## src/rtl/addsub_seq_if.sv

```systemverilog
// -----------------------------------------------------------------------------
// addsub_seq_if
//
// Groups every signal of the add/sub sequencer except clock and reset.
//
// Request side (from the calculator input logic):
//   start, chain, clear   : operation request / chaining / accumulator clear
//   op_a, op_b            : 3-bit sign-magnitude operands (bit2 = sign)
//   sub                   : 0 = A+B, 1 = A-B
// Datapath side (to/from the add_sub datapath):
//   dp_num1, dp_num2      : operands presented to the datapath
//   dp_sel                : add/sub selection presented to the datapath
//   dp_result, dp_zero    : datapath result (bit4 sign, bits2:0 magnitude)
// Status / result side:
//   busy, done, chain_err : sequencer status
//   acc, acc_zero         : accumulated result and its zero flag
//
// Handshake: start is a level sampled only while busy is low. A start seen
// while busy is dropped, not queued. Each accepted start produces exactly one
// single-cycle done pulse; chain_err accompanies done only for a rejected
// chain. Results in acc/acc_zero are valid from the done cycle onward.
//
// Modports:
//   slave  : the sequencer itself
//   master : whoever drives requests and models the datapath
// -----------------------------------------------------------------------------
interface addsub_seq_if;
    logic       start;
    logic       chain;
    logic       clear;
    logic [2:0] op_a;
    logic [2:0] op_b;
    logic       sub;

    logic [2:0] dp_num1;
    logic [2:0] dp_num2;
    logic       dp_sel;
    logic [4:0] dp_result;
    logic       dp_zero;

    logic       busy;
    logic       done;
    logic       chain_err;
    logic [4:0] acc;
    logic       acc_zero;

    modport slave (
        input  start, chain, clear, op_a, op_b, sub,
        input  dp_result, dp_zero,
        output dp_num1, dp_num2, dp_sel,
        output busy, done, chain_err, acc, acc_zero
    );

    modport master (
        output start, chain, clear, op_a, op_b, sub,
        output dp_result, dp_zero,
        input  dp_num1, dp_num2, dp_sel,
        input  busy, done, chain_err, acc, acc_zero
    );
endinterface

```

## src/rtl/addsub_seq.sv

```systemverilog
// -----------------------------------------------------------------------------
// addsub_seq
//
// Sequencer that owns the 3-bit sign-magnitude add/sub datapath. One start
// launches one operation: the operands are registered onto the datapath
// inputs, the block waits SETTLE_CYCLES clock edges for the (slow) datapath
// to settle, then captures its result and zero flag into the accumulator.
// With chain=1 the accumulator replaces op_a, so results can be chained.
// This block does no arithmetic of its own.
//
// Ports:
//   clk          : system clock, rising edge
//   rst_n        : asynchronous active-low reset
//   bus          : addsub_seq_if.slave (request, datapath, status signals)
//   dbg_state_o  : current sequencer state (IDLE=0, SETTLE=1, CAPTURE=2,
//                  REJECT=3)
//
// Timing for an accepted operation started at edge E0:
//   E0              : dp_* loaded, busy rises, counter = SETTLE_CYCLES-1
//   E0+SETTLE_CYCLES: acc/acc_zero captured from the datapath
//   following cycle : done=1, busy still 1
//   next edge       : back to IDLE, busy drops
// A rejected chain spends exactly one cycle in REJECT (done=chain_err=1).
// -----------------------------------------------------------------------------
module addsub_seq #(
    parameter int unsigned SETTLE_CYCLES = 12
) (
    input  logic        clk,
    input  logic        rst_n,
    addsub_seq_if.slave bus,
    output logic [1:0]  dbg_state_o
);

    // Counter only has to hold SETTLE_CYCLES-1.
    localparam int unsigned CNT_W = (SETTLE_CYCLES > 1) ? $clog2(SETTLE_CYCLES) : 1;
    localparam logic [CNT_W-1:0] CNT_LOAD = CNT_W'(SETTLE_CYCLES - 1);

    typedef enum logic [1:0] {
        S_IDLE    = 2'd0,
        S_SETTLE  = 2'd1,
        S_CAPTURE = 2'd2,
        S_REJECT  = 2'd3
    } state_e;

    state_e           state_q, state_d;
    logic [CNT_W-1:0] cnt_q, cnt_d;
    logic [2:0]       num1_q, num1_d;
    logic [2:0]       num2_q, num2_d;
    logic             sel_q, sel_d;
    logic [4:0]       acc_q, acc_d;
    logic             acc_zero_q, acc_zero_d;

    // A chained operand only has a 2-bit magnitude, so an accumulator whose
    // magnitude is 4..7 (bit2 set) cannot be fed back as operand A.
    logic chain_illegal;
    assign chain_illegal = acc_q[2];

    // -------------------------------------------------------------------------
    // State and datapath registers
    // -------------------------------------------------------------------------
    always_ff @(posedge clk or negedge rst_n) begin
        if (!rst_n) begin
            state_q    <= S_IDLE;
            cnt_q      <= '0;
            num1_q     <= '0;
            num2_q     <= '0;
            sel_q      <= 1'b0;
            acc_q      <= '0;
            acc_zero_q <= 1'b1;
        end else begin
            state_q    <= state_d;
            cnt_q      <= cnt_d;
            num1_q     <= num1_d;
            num2_q     <= num2_d;
            sel_q      <= sel_d;
            acc_q      <= acc_d;
            acc_zero_q <= acc_zero_d;
        end
    end

    // -------------------------------------------------------------------------
    // Next-state and register-update logic
    // -------------------------------------------------------------------------
    always_comb begin
        state_d    = state_q;
        cnt_d      = cnt_q;
        num1_d     = num1_q;
        num2_d     = num2_q;
        sel_d      = sel_q;
        acc_d      = acc_q;
        acc_zero_d = acc_zero_q;

        unique case (state_q)
            S_IDLE: begin
                // clear has priority over start; it never produces a done.
                if (bus.clear) begin
                    acc_d      = '0;
                    acc_zero_d = 1'b1;
                end else if (bus.start) begin
                    if (bus.chain && chain_illegal) begin
                        // Operands and accumulator are left untouched.
                        state_d = S_REJECT;
                    end else begin
                        num1_d  = bus.chain ? {acc_q[4], acc_q[1:0]} : bus.op_a;
                        num2_d  = bus.op_b;
                        sel_d   = bus.sub;
                        cnt_d   = CNT_LOAD;
                        state_d = S_SETTLE;
                    end
                end
            end

            S_SETTLE: begin
                if (cnt_q == '0) begin
                    // Zero results are stored as +0 whatever sign the
                    // datapath reports.
                    acc_d      = bus.dp_zero ? 5'b00000 : bus.dp_result;
                    acc_zero_d = bus.dp_zero;
                    state_d    = S_CAPTURE;
                end else begin
                    cnt_d = cnt_q - 1'b1;
                end
            end

            S_CAPTURE: state_d = S_IDLE;

            S_REJECT:  state_d = S_IDLE;

            default:   state_d = S_IDLE;
        endcase
    end

    // -------------------------------------------------------------------------
    // Outputs: status is decoded straight from the state register.
    // -------------------------------------------------------------------------
    assign bus.dp_num1   = num1_q;
    assign bus.dp_num2   = num2_q;
    assign bus.dp_sel    = sel_q;
    assign bus.busy      = (state_q != S_IDLE);
    assign bus.done      = (state_q == S_CAPTURE) || (state_q == S_REJECT);
    assign bus.chain_err = (state_q == S_REJECT);
    assign bus.acc       = acc_q;
    assign bus.acc_zero  = acc_zero_q;
    assign dbg_state_o   = state_q;

endmodule

```

## src/flat_wrapper.sv

```systemverilog
// flat-port wrapper written by rule: the top's interface ports become plain ports
module addsub_seq_flat 
#(
    parameter int unsigned SETTLE_CYCLES = 12
)
  (clk, rst_n, dbg_state_o, bus_start, bus_chain, bus_clear, bus_op_a, bus_op_b, bus_sub, bus_dp_result, bus_dp_zero, bus_dp_num1, bus_dp_num2, bus_dp_sel, bus_busy, bus_done, bus_chain_err, bus_acc, bus_acc_zero);
  addsub_seq_if bus_i ();
  input  logic clk;
  input  logic rst_n;
  output logic [1:0] dbg_state_o;
  input wire logic [$bits(bus_i.start)-1:0] bus_start;
  input wire logic [$bits(bus_i.chain)-1:0] bus_chain;
  input wire logic [$bits(bus_i.clear)-1:0] bus_clear;
  input wire logic [$bits(bus_i.op_a)-1:0] bus_op_a;
  input wire logic [$bits(bus_i.op_b)-1:0] bus_op_b;
  input wire logic [$bits(bus_i.sub)-1:0] bus_sub;
  input wire logic [$bits(bus_i.dp_result)-1:0] bus_dp_result;
  input wire logic [$bits(bus_i.dp_zero)-1:0] bus_dp_zero;
  output wire logic [$bits(bus_i.dp_num1)-1:0] bus_dp_num1;
  output wire logic [$bits(bus_i.dp_num2)-1:0] bus_dp_num2;
  output wire logic [$bits(bus_i.dp_sel)-1:0] bus_dp_sel;
  output wire logic [$bits(bus_i.busy)-1:0] bus_busy;
  output wire logic [$bits(bus_i.done)-1:0] bus_done;
  output wire logic [$bits(bus_i.chain_err)-1:0] bus_chain_err;
  output wire logic [$bits(bus_i.acc)-1:0] bus_acc;
  output wire logic [$bits(bus_i.acc_zero)-1:0] bus_acc_zero;
  assign bus_i.start = bus_start;
  assign bus_i.chain = bus_chain;
  assign bus_i.clear = bus_clear;
  assign bus_i.op_a = bus_op_a;
  assign bus_i.op_b = bus_op_b;
  assign bus_i.sub = bus_sub;
  assign bus_i.dp_result = bus_dp_result;
  assign bus_i.dp_zero = bus_dp_zero;
  assign bus_dp_num1 = bus_i.dp_num1;
  assign bus_dp_num2 = bus_i.dp_num2;
  assign bus_dp_sel = bus_i.dp_sel;
  assign bus_busy = bus_i.busy;
  assign bus_done = bus_i.done;
  assign bus_chain_err = bus_i.chain_err;
  assign bus_acc = bus_i.acc;
  assign bus_acc_zero = bus_i.acc_zero;
  addsub_seq #(.SETTLE_CYCLES(SETTLE_CYCLES)) u_core (.clk(clk), .rst_n(rst_n), .bus(bus_i), .dbg_state_o(dbg_state_o));
endmodule
```

## config.mk

```make
export PLATFORM = sky130hd
export DESIGN_NAME = addsub_seq_flat
export DESIGN_NICKNAME = d
export VERILOG_FILES = /design/src/rtl/addsub_seq_if.sv /design/src/rtl/addsub_seq.sv /design/src/flat_wrapper.sv
export SDC_FILE = /design/constraint.sdc
export NUM_CORES = 1
export LEC_CHECK = 0
export BUFFER_PORTS_ARGS = -buffer_cell sky130_fd_sc_hd__buf_2
export CAP_MARGIN = 20
export CORE_UTILIZATION = 45
export CTS_BUF_LIST = sky130_fd_sc_hd__clkbuf_4 sky130_fd_sc_hd__clkbuf_8
export CTS_CLUSTER_DIAMETER = 200
export DETAILED_ROUTE_END_ITERATION = 8
export PLACE_DENSITY = 0.75
export SETUP_SLACK_MARGIN = 0.4
export SLEW_MARGIN = 20
export SYNTH_ARGS = -nofsm -noshare
export SYNTH_HDL_FRONTEND = slang
export SYNTH_SLANG_ARGS = --single-unit
```

## constraint.sdc

```tcl
create_clock -name clk -period 2.3 [get_ports clk]
set_clock_uncertainty 0.2 [all_clocks]
set_input_delay 0.345 -clock clk [delete_from_list [all_inputs] [get_ports clk]]
set_output_delay 0.345 -clock clk [all_outputs]
set_load 0.05 [all_outputs]
```

Yosys cells after proc, flatten, opt, wreduce, memory -nomap -nowiden
Index checks and enable logic that the tools add are counted.
{"block": "totals", "register_bits": 19, "inputBits": 18, "out_inout_bits": 18, "elab_cells": 48}
{"block": "classes", "add_sub_neg": 1, "n_eq_ne": 9, "mux": 18, "bitwise": 2, "n_reduce_logical": 11}
{"operator": "two-way mux 4 bit", "count": 4}
{"operator": "two-way mux 5 bit", "count": 3}
{"operator": "!= test 2 bit (second input constant)", "count": 5}
{"operator": "one-hot mux 5 bit (2 select lines)", "count": 1}
{"operator": "two-way mux 2 bit", "count": 4}
{"operator": "one-hot mux 4 bit (2 select lines)", "count": 1}
{"operator": "one-hot mux 2 bit (3 select lines)", "count": 1}
{"operator": "AND reduction 3 bit", "count": 2}
{"operator": "AND reduction 5 bit", "count": 1}
{"operator": "== test 2 bit (second input constant)", "count": 2}
{"operator": "zero test 4 bit", "count": 1}
{"operator": "AND reduction 4 bit", "count": 1}
{"operator": "nonzero test 2 bit", "count": 2}
{"operator": "subtractor 4 x 1 -> 4 bit (second input constant)", "count": 1}
{"operator": "two-way mux 3 bit", "count": 1}
{"operator": "== test 2 x 1 -> 1 bit (second input constant)", "count": 1}
{"operator": "zero test 2 bit", "count": 1}
{"operator": "two-way mux 1 bit", "count": 2}
{"operator": "!= test 2 x 1 -> 1 bit (second input constant)", "count": 1}
{"operator": "inverter 1 bit", "count": 2}
{"operator": "one-hot mux 1 bit (2 select lines)", "count": 1}
{"operator": "OR reduction 2 bit", "count": 1}
{"operator": "logical AND 1 bit", "count": 1}
{"operator": "logical OR 1 bit", "count": 1}

Depth between registers and ports, before layout
Gate-level depths: netlist (run 1).
{"block": "depth", "word_depth": 5, "mapped_depth": 5, "depth_no_buf": 5}

Worst setup path before layout (run 1)
No wires, ideal clock.
{"block": "synth_path", "path_type": "reg-to-reg", "startpoint": "reg u_core.state_q[0], in the netlist u_core.dbg_state_o[0]", "endpoint": "reg u_core.num2_q[0], in the netlist u_core.bus.dp_num2[0]", "setup_time_ns": 0.125, "arrival_ns": 1.637, "required_ns": 1.975, "slack_ns": 0.338, "stages_incl_launch_ff": 4, "n_path_buf": 0, "period_less_slack_ns": 1.962, "path_cell_list": "dfrtp_1 nor4b_4 nand2_4 mux2_4"}
{"block": "synth_via", "elab_chain_cells": 2}
{"element": "start: declaration", "line_no": "addsub_seq.sv:45", "text": "state_e state_q, state_d;"}
{"element": "start signal: assignment", "line_no": "addsub_seq.sv:71", "text": "state_q <= state_d;"}
{"element": "zero test 2 bit", "line_no": "addsub_seq.sv:93", "text": "unique case (state_q)"}
{"element": "AND reduction 4 bit (no source line)"}
{"element": "end signal: assignment", "line_no": "addsub_seq.sv:74", "text": "num2_q <= num2_d;"}
{"element": "end: declaration", "line_no": "addsub_seq.sv:48", "text": "logic [2:0] num2_q, num2_d;"}
No other way between the ends.
A chain may end at the register's enable or synchronous reset.

Final worst setup path (run 1)
{"block": "layout_path", "startpoint": "reg u_core.state_q[0], in the netlist u_core.dbg_state_o[0]", "endpoint": "out bus_busy"}
{"block": "layout_via", "elab_chain_cells": 1}
{"element": "nonzero test 2 bit", "line_no": "addsub_seq.sv:139", "text": "assign bus.busy = (state_q != S_IDLE);"}
{"element": "end: declaration", "line_no": "flat_wrapper.sv:22", "text": "output wire logic [$bits(bus_i.busy)-1:0] bus_busy;"}
No other way between the ends.

==> flow_summary.yaml, run 1 <==
place:
  gp_congestion: 0.811
  dp.cells: 139
  place_hpwl_mm: 1.39
  port_buffers: 35
  dpl_worst_slack_ps: 348
  placed_area_um2: 1140
detailed_routing:
  num_vias: 766
  remaining_drc_errors: 0
  wl_per_cell_um: 12.6
  vias_per_cell: 5.32
  finalWirelength_mm: 1.82
  ant_nets: 0
  drt_first_iter_violations: 8
  dr.pass1.iters: 4
setup_path:
  reg2regPathDepth: 5
  worst-setup-path-type: "flip-flop to primary output"
  crit_path_end_kind: "primary output"
  timing.critical_path.from_type: "flip-flop"
  crit_arrival_ps: 1280
  worstReg2RegEnd: "u_core.bus.acc[3]"
  reg2reg_slack_ps: 510
  timing.rr.start: "u_core.cnt_q[1]"
  worstPathRequired_ps: 1750
  cp_max_fo: 10
  crit_start: "u_core.dbg_state_o[0]"
  crit_end: "bus_busy"
clock_tree:
  tritoncts: "built"
  cts.sinks: 19
  htreeDepth: 1
  ctsRootBufferMaster: "clkbuf_4"
  cts_buffers: 3
  path_clk_slew_ps: 100
  clkLatencyLatePin_ps: 290
  cts_buffer_depth: 2
  post-cts-setup-buffers: 0
die:
  core-area_um2: 1960
  initial_core_util_pct: 47.5
  num_rows: 16
  ios: 36
  design.die.area_um2: 2260
  die_y_um: 47.5
  die_w_um: 47.5
run_status:
  status: "finished, final reports clean"
layout:
  fin_nets: 138
  stdcell_area_um2: 1210
  syn_to_final_growth_pct: 29.5
  drive_above_1_share_pct: 47.9
  layout.cells.non_filler: 144
  final_cell_mix: "35 x buf_2, 16 x dfrtp_1, 7 x a21oi_1"
  n_antenna_cell: 0
  layout_commonest_cell: "buf_2"
logic_synthesis:
  netlist_instances: 78
  synth.cell_area_um2: 932
  synth_top_family_by_area: "simple AND/OR/NAND/NOR gates"
  yosys.area_share.simple_pct: 18.0
  synth-seq-cells: 19
  synth-adder-area-share_pct: 2.68
  muxShareOfSynthArea_pct: 9.66
  synth_nets: 98
  ys_warn_count: 0
  avgSynthCellArea_um2: 12.0
  synth_compound_area_share_pct: 16.0
  synthXorXnorAreaFrac_pct: 0
  synth_cell_types: 34
  ys_seq_area_share_pct: 51.1
sta:
  fmax_ghz: 0.548
  rsz0062_at_grt: "false"
  worst_slack_ps: 474
  slew_headroom_pct: 72.7
  final.period_utilization_pct: 79.4
  final-setup-viol-count: 0
  hold_viol: 0
  drv_slew: 0
  post-route-min-period_ps: 1830
  fin_tns_setup_ps: 0
  tightest_slew_ps: 408
pwr:
  finalPower_mw: 1.74
  p_leak_nw: 0.614
  max-vdd-ir-drop_mv: 0.751
  power_density_nw_per_um2: 1440
global_routing:
  antenna_found_initial: 0
  grt_pass1_wl_mm: 3.04
  grt_pass1_vias: 678
  grt_max_degree: 20
  grt_overflow: 0
  grt_util_all_layers_pct: 19.8
worst_hold_path:
  hp-class: "input pin to flip-flop"
  worstHoldPathCells: 2
job:
  max_cap_violations: 0
[how the worst min path moves through the flow]
stage                      from                end  slack, ps
5_1_grt        bus_dp_result[1]  u_core.bus.acc[1]         50
3_5_place_dp              rst_n    u_core.cnt_q[3]        110
3_3_place_gp              rst_n    u_core.cnt_q[3]        100
6_report       bus_dp_result[0]  u_core.bus.acc[0]         60
2_1_floorplan             rst_n  u_core.bus.acc[0]       -150
4_1_cts        bus_dp_result[2]  u_core.bus.acc[2]         50
[layer usage]
metal	global-route usage (%)	vias up	routed length, um
met3	2.26	4	98
met2	30.4	30	827
met4	10.3	0	46
met1	27.7	365	845
li1	-	367	-
met5	0	-	0
[cells in the mapped netlist]
cell      instances  area share, %
nor3b_1           1           0.81
mux2_4            4            6.4
nand2_4           1            1.2
a21oi_1           7            3.8
nand2_1           2           0.81
or2_2             1           0.67
and2b_1           1           0.81
nor4b_4           1            2.6
clkbuf_1          1           0.40
dfstp_2           1            2.8
o21ai_0           2            1.1
nand2b_1          2            1.3
or3b_1            1           0.94
and2_1            1           0.67
a221oi_1          1           0.94
nor4bb_1          1            1.1
a32o_1            1            1.1
o21bai_1          1           0.81
a31oi_1           3            2.0
nand2_2           1           0.67
ha_1              2            2.7
nor3_1            4            2.1
a22oi_1           1           0.81
a22o_1            5            4.7
o211ai_1          1           0.81
or2b_1            1           0.81
dfrtp_1          18             48
or4b_1            1            1.1
nor2b_1           1           0.67
buf_2             1           0.54
mux2i_1           3            3.2
inv_1             4            1.6
and3_1            1           0.67
nor3_2            1            1.1
[layout make-up]
type / instances / area (um^2)
fillers: 170 / 754
flip-flops and latches: 19 / 479
multi-input cells: 53 / 457
repair buffers: 37 / 193
well taps: 27 / 33.8
clock buffers: 4 / 30.0
inverters: 4 / 15.0
[power breakdown]
group	internal [mW]	switching (mW)	leakage (nW)
Clock	0.0793	0.0979	0.0184
Sequential	0.474	0.116	0.231
Combinational	0.315	0.661	0.365
[worst max-delay path, cell delays in order, from the launching register on]
cell and delay (ps):
dfrtp_2 470, or2_2 300, buf_2 210
[repair_timing]
item / in CTS / in global routing
endpoints found under the hold margin: 18 / 0
gates resized for setup: 3 / 3
hold buffers: 1 / 0
endpoints found under the setup margin: 5 / 5
pin swaps: 1 / 2
[cell families (layout without fill, tap and decap cells)]
logic type | count (synthesis) | count (layout)
DFF | 19 | 19
adders and majority gates | 2 | 2
muxes | 7 | 7
and+or+nand+nor | 22 | 22
AOI/OAI and AO/OA | 22 | 22
buffers and inverters | 6 | 45
[flip-flops by register name, indices dropped and copies added, names as in the netlist]
signal               cells
u_core.dbg_state_o       2
u_core.bus.dp_sel        1
u_core.bus.acc_zero      1
u_core.bus.dp_num2       3
u_core.bus.dp_num1       3
u_core.bus.acc           5
u_core.cnt_q             4
[stage by stage]
step,util (%),hold WS [ps]
after floorplan,-,-151
after global placement,58.2,103
after detailed placement,58.2,109
after CTS,60.8,51.9
after global routing,61.5,52.5
final,61.5,55.6
Power figures use the tool's default switching activity.
==> inputs of run 2 (changes only) <==
Clock period 2.3 ns to 1.82 ns, I/O delays scaled along.
==> run 2 against run 1 <==
  * Cell count is 19% higher
  * Non-clock buffer count up 27
  * Design area is 33% higher
  * Critical path depth grew 3
  * Die area unchanged
  * Register-to-register slack worse by 440 ps
  * Sequential share of layout area down 9.7 points
  * Clock-buffer cell count is 1 lower
  * Critical path type is now flip-flop to flip-flop
==> flow_summary.yaml, run 2 (synthesis results as in run 1) <==
detailed_routing:
  wl_per_cell_um: 15.3
  drt_first_iter_violations: 24
  dr.pass1.iters: 6
  ant_nets: 0
  num_vias: 894
  remaining_drc_errors: 0
  vias_per_cell: 5.23
  finalWirelength_mm: 2.61
setup_path:
  cpMaxStageDelayCell: "dfrtp_1"
  critPathBufInv: 1
  reg2reg_slack_ps: 70
  crit_arrival_ps: 1800
  crit_path_end_kind: "flip-flop"
  cp_cell_sequence: "inv_2, ha_4, or3b_4, nor3_4, a22o_1"
  cp_top_family: "simple AND/OR/NAND/NOR gates"
  cp_max_fo: 6
  worstPathRequired_ps: 1870
  slowest_delay_ps: 410
  worst-setup-path-type: "flip-flop to flip-flop"
  timing.critical_path.from_type: "flip-flop"
  timing.rr.start: "u_core.cnt_q[0]"
  worstReg2RegEnd: "u_core.bus.acc[0]"
  reg2regPathDepth: 5
sta:
  final.period_utilization_pct: 95.9
  final-setup-viol-count: 0
  fin_tns_setup_ps: 0
  slew_headroom_pct: 68.0
  tightest_slew_ps: 479
  hold_viol: 0
  fmax_ghz: 0.573
  rsz0062_at_grt: "true"
  whs_ps: 14.3
  drv_slew: 0
  worst_slack_ps: 74.0
  post-route-min-period_ps: 1750
pwr:
  max-vdd-ir-drop_mv: 1.35
  finalPower_mw: 2.75
  p_clk_share_pct: 7.8
  p_int_mw: 1.47
  p_leak_nw: 0.786
  power_switching_mw: 1.28
  p_sw_share_pct: 46.6
  comb_power_share_pct: 64.1
  power_frac_seq_pct: 28.2
  power_density_nw_per_um2: 1720
die:
  die_w_um: 47.5
  num_rows: 16
  design.die.area_um2: 2260
  core-area_um2: 1960
  ios: 36
  die_y_um: 47.5
  initial_core_util_pct: 47.5
worst_hold_path:
  hp-class: "input pin to flip-flop"
  worstHoldPathCells: 2
  min_to: "u_core.bus.dp_sel"
  min_from: "bus_sub"
layout:
  syn_to_final_growth_pct: 71.9
  largest_reg_flops: 5
  fill_cells: 118
  fin_nets: 165
  drive_above_1_share_pct: 61.1
  multi_input_area_um2: 518
  final_cell_mix: "24 x buf_4, 17 x buf_2, 15 x dfrtp_1"
  regArea_um2: 480
  n_antenna_cell: 0
  layout_commonest_cell: "buf_4"
global_routing:
  grt_pass1_vias: 874
  grt_overflow: 0
  grt_util_met2_pct: 46.3
  grt_util_all_layers_pct: 25.4
  grt-busiest-layer: "met2"
  met3_usage_pct: 6.79
  use_met1_pct: 28.9
  antenna_found_initial: 0
  grt_max_degree: 20
  grt_pass1_wl_mm: 3.90
clock_tree:
  cts_buffers: 3
  cts_buffer_depth: 2
  ctsRootBufferMaster: "clkbuf_4"
  path_clk_slew_ps: 110
  clkLatencyLatePin_ps: 300
  tritoncts: "built"
  htreeDepth: 1
  cts.sinks: 19
place:
  gp_congestion: 0.753
  port_buffers: 35
  dpl_worst_slack_ps: 25.0
  place_hpwl_mm: 1.44
job:
  max_cap_violations: 0
run_status:
  status: "finished, final reports clean"
[run 2: cell count changes in the layout (fill, tap and decap cells not counted), moves of 5 or more]
cell | before | now
a21oi_2 | 0 | 5
buf_4 | 1 | 24
buf_6 | 0 | 8
dlygate4sd3_1 | 1 | 9
buf_8 | 0 | 5
buf_2 | 35 | 17
a21oi_1 | 7 | 2
[run 2: routing by layer]
metal,routed length (um),vias to the layer above
li1,-,419
met1,1010,436
met2,1440,34
met3,125,5
met4,36,0
met5,0,-
[run 2: power groups by stage]
stage | Clock, mW | Sequential (mW) | Combinational (mW)
after floorplan | 0 | 1.18 | 0.533
after global placement | 0 | 0.751 | 1.21
after detailed placement | 0 | 0.757 | 1.23
after CTS | 0.219 | 0.756 | 1.53
after global routing | 0.242 | 0.799 | 1.86
final | 0.214 | 0.775 | 1.76
[run 2: timing repair]
| action | 4_1_cts | 5_1_grt |
|---|---|---|
| endpoints found under the hold margin | 26 | 0 |
| hold buffers | 9 | 0 |
| setup endpoints to repair | 31 | 36 |
| buffers inserted | 14 | 5 |
| pin swaps | 12 | 12 |
| resized for setup | 34 | 23 |
[run 2: cell type report]
cell class | instances | share of cell area, %
multi-input combinational | 53 | 32.3
inverter | 4 | 0.937
tap | 27 | 2.11
clock inverter | 1 | 0.312
clock buffer | 3 | 1.41
sequential | 19 | 30.0
timing repair buffer | 64 | 32.9
[run 2: stage by stage]
stage,cells,utilization [%],cell area (um^2)
floorplan,78,-,963
global placement,139,59.7,1170
detailed placement,139,59.7,1170
CTS,166,76.3,1500
global route,171,81.7,1600
finish,171,81.7,1600
[run 2: worst max path at each step]
stage | start | endpoint | slack [ps] | cells after the start
final | u_core.cnt_q[0] | u_core.bus.acc[0] | 70 | 5
after global routing | u_core.cnt_q[0] | u_core.bus.acc[0] | 20 | 5
after CTS | u_core.cnt_q[0] | u_core.bus.acc[2] | 100 | 5
after detailed placement | u_core.cnt_q[0] | u_core.bus.acc[3] | 20 | 5
after global placement | u_core.cnt_q[0] | u_core.bus.acc[2] | 90 | 5
after floorplan | u_core.dbg_state_o[1] | u_core.bus.dp_num2[0] | 3 | 3
[run 2: worst register-to-register path: cells and delay by family, from the launching register on]
kind,cells,cell delay [ps]
AND/OR/NAND/NOR,2,680
AO/OA/AOI/OAI,1,190
buffers and inverters,1,90
flip-flops,1,410
adder cells (fa/ha/maj),1,140
==> inputs of run 3 (changes only) <==
Settings changed: MAX_ROUTING_LAYER from default to met4.
==> run 3 against run 2 <==
  * Sequential cell count is the same
  * Core utilization is the same
  * Fmax is essentially flat
  * Via count grew 0.11%
  * Critical endpoint unchanged
  * Wire length grew 0.80%
  * Sequential share of layout area is the same
  * Register-to-register slack is essentially flat
  * First-iteration DRC count shrank 29%
  * Die area is the same
==> flow_summary.yaml, run 3 (synthesis results as in run 1) <==
pwr:
  p_clk_share_pct: 7.8
  power_density_nw_per_um2: 1720
  power_frac_seq_pct: 28.2
  max-vdd-ir-drop_mv: 1.35
  p_leak_nw: 0.786
  power_switching_mw: 1.28
  finalPower_mw: 2.75
  p_int_mw: 1.47
  comb_power_share_pct: 64.0
  p_sw_share_pct: 46.6
layout:
  drive_above_1_share_pct: 61.1
  layout_commonest_cell: "buf_4"
  fin_nets: 165
  regArea_um2: 480
  multi_input_area_um2: 518
  n_antenna_cell: 0
  fill_cells: 118
  final_cell_mix: "24 x buf_4, 17 x buf_2, 15 x dfrtp_1"
  syn_to_final_growth_pct: 71.9
  largest_reg_flops: 5
  stdcell_area_um2: 1600
  layout.cells.non_filler: 171
clock_tree:
  path_clk_slew_ps: 110
  cts.sinks: 19
  tritoncts: "built"
  clkLatencyLatePin_ps: 300
  htreeDepth: 1
  cts_buffers: 3
  ctsRootBufferMaster: "clkbuf_4"
  cts_buffer_depth: 2
detailed_routing:
  vias_per_cell: 5.23
  finalWirelength_mm: 2.64
  num_vias: 895
  wl_per_cell_um: 15.4
  drt_first_iter_violations: 17
  remaining_drc_errors: 0
  ant_nets: 0
  dr.pass1.iters: 6
global_routing:
  grt_max_degree: 20
  grt_pass1_wl_mm: 3.90
  grt_util_all_layers_pct: 26.2
  grt_pass1_vias: 876
  grt_overflow: 0
  antenna_found_initial: 0
sta:
  tightest_slew_ps: 479
  slew_headroom_pct: 68.0
  fin_tns_setup_ps: 0
  drv_slew: 0
  post-route-min-period_ps: 1740
  final.period_utilization_pct: 95.9
  rsz0062_at_grt: "true"
  fmax_ghz: 0.573
  final-setup-viol-count: 0
  hold_viol: 0
die:
  initial_core_util_pct: 47.5
  die_y_um: 47.5
  ios: 36
  design.die.area_um2: 2260
  die_w_um: 47.5
  core-area_um2: 1960
  num_rows: 16
setup_path:
  worst-setup-path-type: "flip-flop to flip-flop"
  timing.rr.start: "u_core.cnt_q[0]"
  crit_path_end_kind: "flip-flop"
  crit_arrival_ps: 1800
  cp_max_fo: 6
  cpMaxStageDelayCell: "dfrtp_1"
  slowest_delay_ps: 410
  worstPathRequired_ps: 1870
  crit_start: "u_core.cnt_q[0]"
  timing.critical_path.from_type: "flip-flop"
  cp_cell_sequence: "inv_2, ha_4, or3b_4, nor3_4, a22o_1"
job:
  max_cap_violations: 0
place:
  place_hpwl_mm: 1.44
  gp_congestion: 0.763
  port_buffers: 35
  placed_area_um2: 1170
  dp.cells: 139
run_status:
  status: "finished, final reports clean"
worst_hold_path:
  min_from: "bus_sub"
  hp-class: "input pin to flip-flop"
==> run 3: cell counts in the layout (fill, tap and decap cells not counted) <==
No cell type changed its count.
==> run 3: area by class of cell <==
cell class              instances  area share, %
repair buffers                 64           32.9
multi-input cells              53           32.3
flip-flops and latches         19           30.0
well taps                      27           2.11
clock buffers                   3           1.41
inverters                       4          0.937
clock inverters                 1          0.312
==> run 3: layer usage <==
metal  GRT usage [%]  share of wire (%)  vias up
li1                -                  -      420
met1            28.9                 40      439
met2            46.3                 55       31
met3            6.79                4.1        5
met4            7.43                1.4        0
met5               -                  0        -
==> run 3: path summary, 6_finish.rpt <==
| path | end | slack (ps) | cells after the start |
|---|---|---|---|
| setup / recovery | u_core.bus.acc[0] | 80 | 5 |
| hold / removal | u_core.bus.dp_sel | 10 | 2 |
| setup reg to reg | u_core.bus.acc[0] | 80 | 5 |
| hold reg to reg | u_core.bus.acc_zero | 300 | 2 |
| max in group asynchronous | u_core.dbg_state_o[1] | 870 | 2 |
| min in group asynchronous | u_core.bus.dp_num1[2] | 210 | 2 |
==> run 3: worst max-delay path: cells and delay by family (launching register included) <==
family	cells	cell delay, ps
AND/OR/NAND/NOR	2	680
flip-flops	1	410
AO/OA/AOI/OAI	1	180
adder cells (fa/ha/maj)	1	140
buffers and inverters	1	90
==> run 3: metrics by stage <==
stage	utilization [%]	hold slack, ps	setup slack (ps)
finish	81.7	13.9	75.1
global route	81.7	3.38	17.6
CTS	76.3	4.10	98.6
detailed placement	59.7	31.9	25.0
global placement	59.7	26.5	94.3
floorplan	-	-223	2.83
==> run 3: power groups by stage <==
stage	registers (mW)	logic [mW]	clock network, mW
finish	0.777	1.76	0.214
global route	0.799	1.86	0.242
CTS	0.756	1.53	0.219
detailed placement	0.757	1.23	0
global placement	0.751	1.21	0
floorplan	1.18	0.533	0
==> run 3: what timing repair did <==
item / CTS / global route
resized for setup: 34 / 23
pin swaps: 12 / 12
setup buffers: 14 / 5
hold buffers: 9 / 0
endpoints found under the hold margin: 26 / 0
endpoints found under the setup margin: 31 / 36
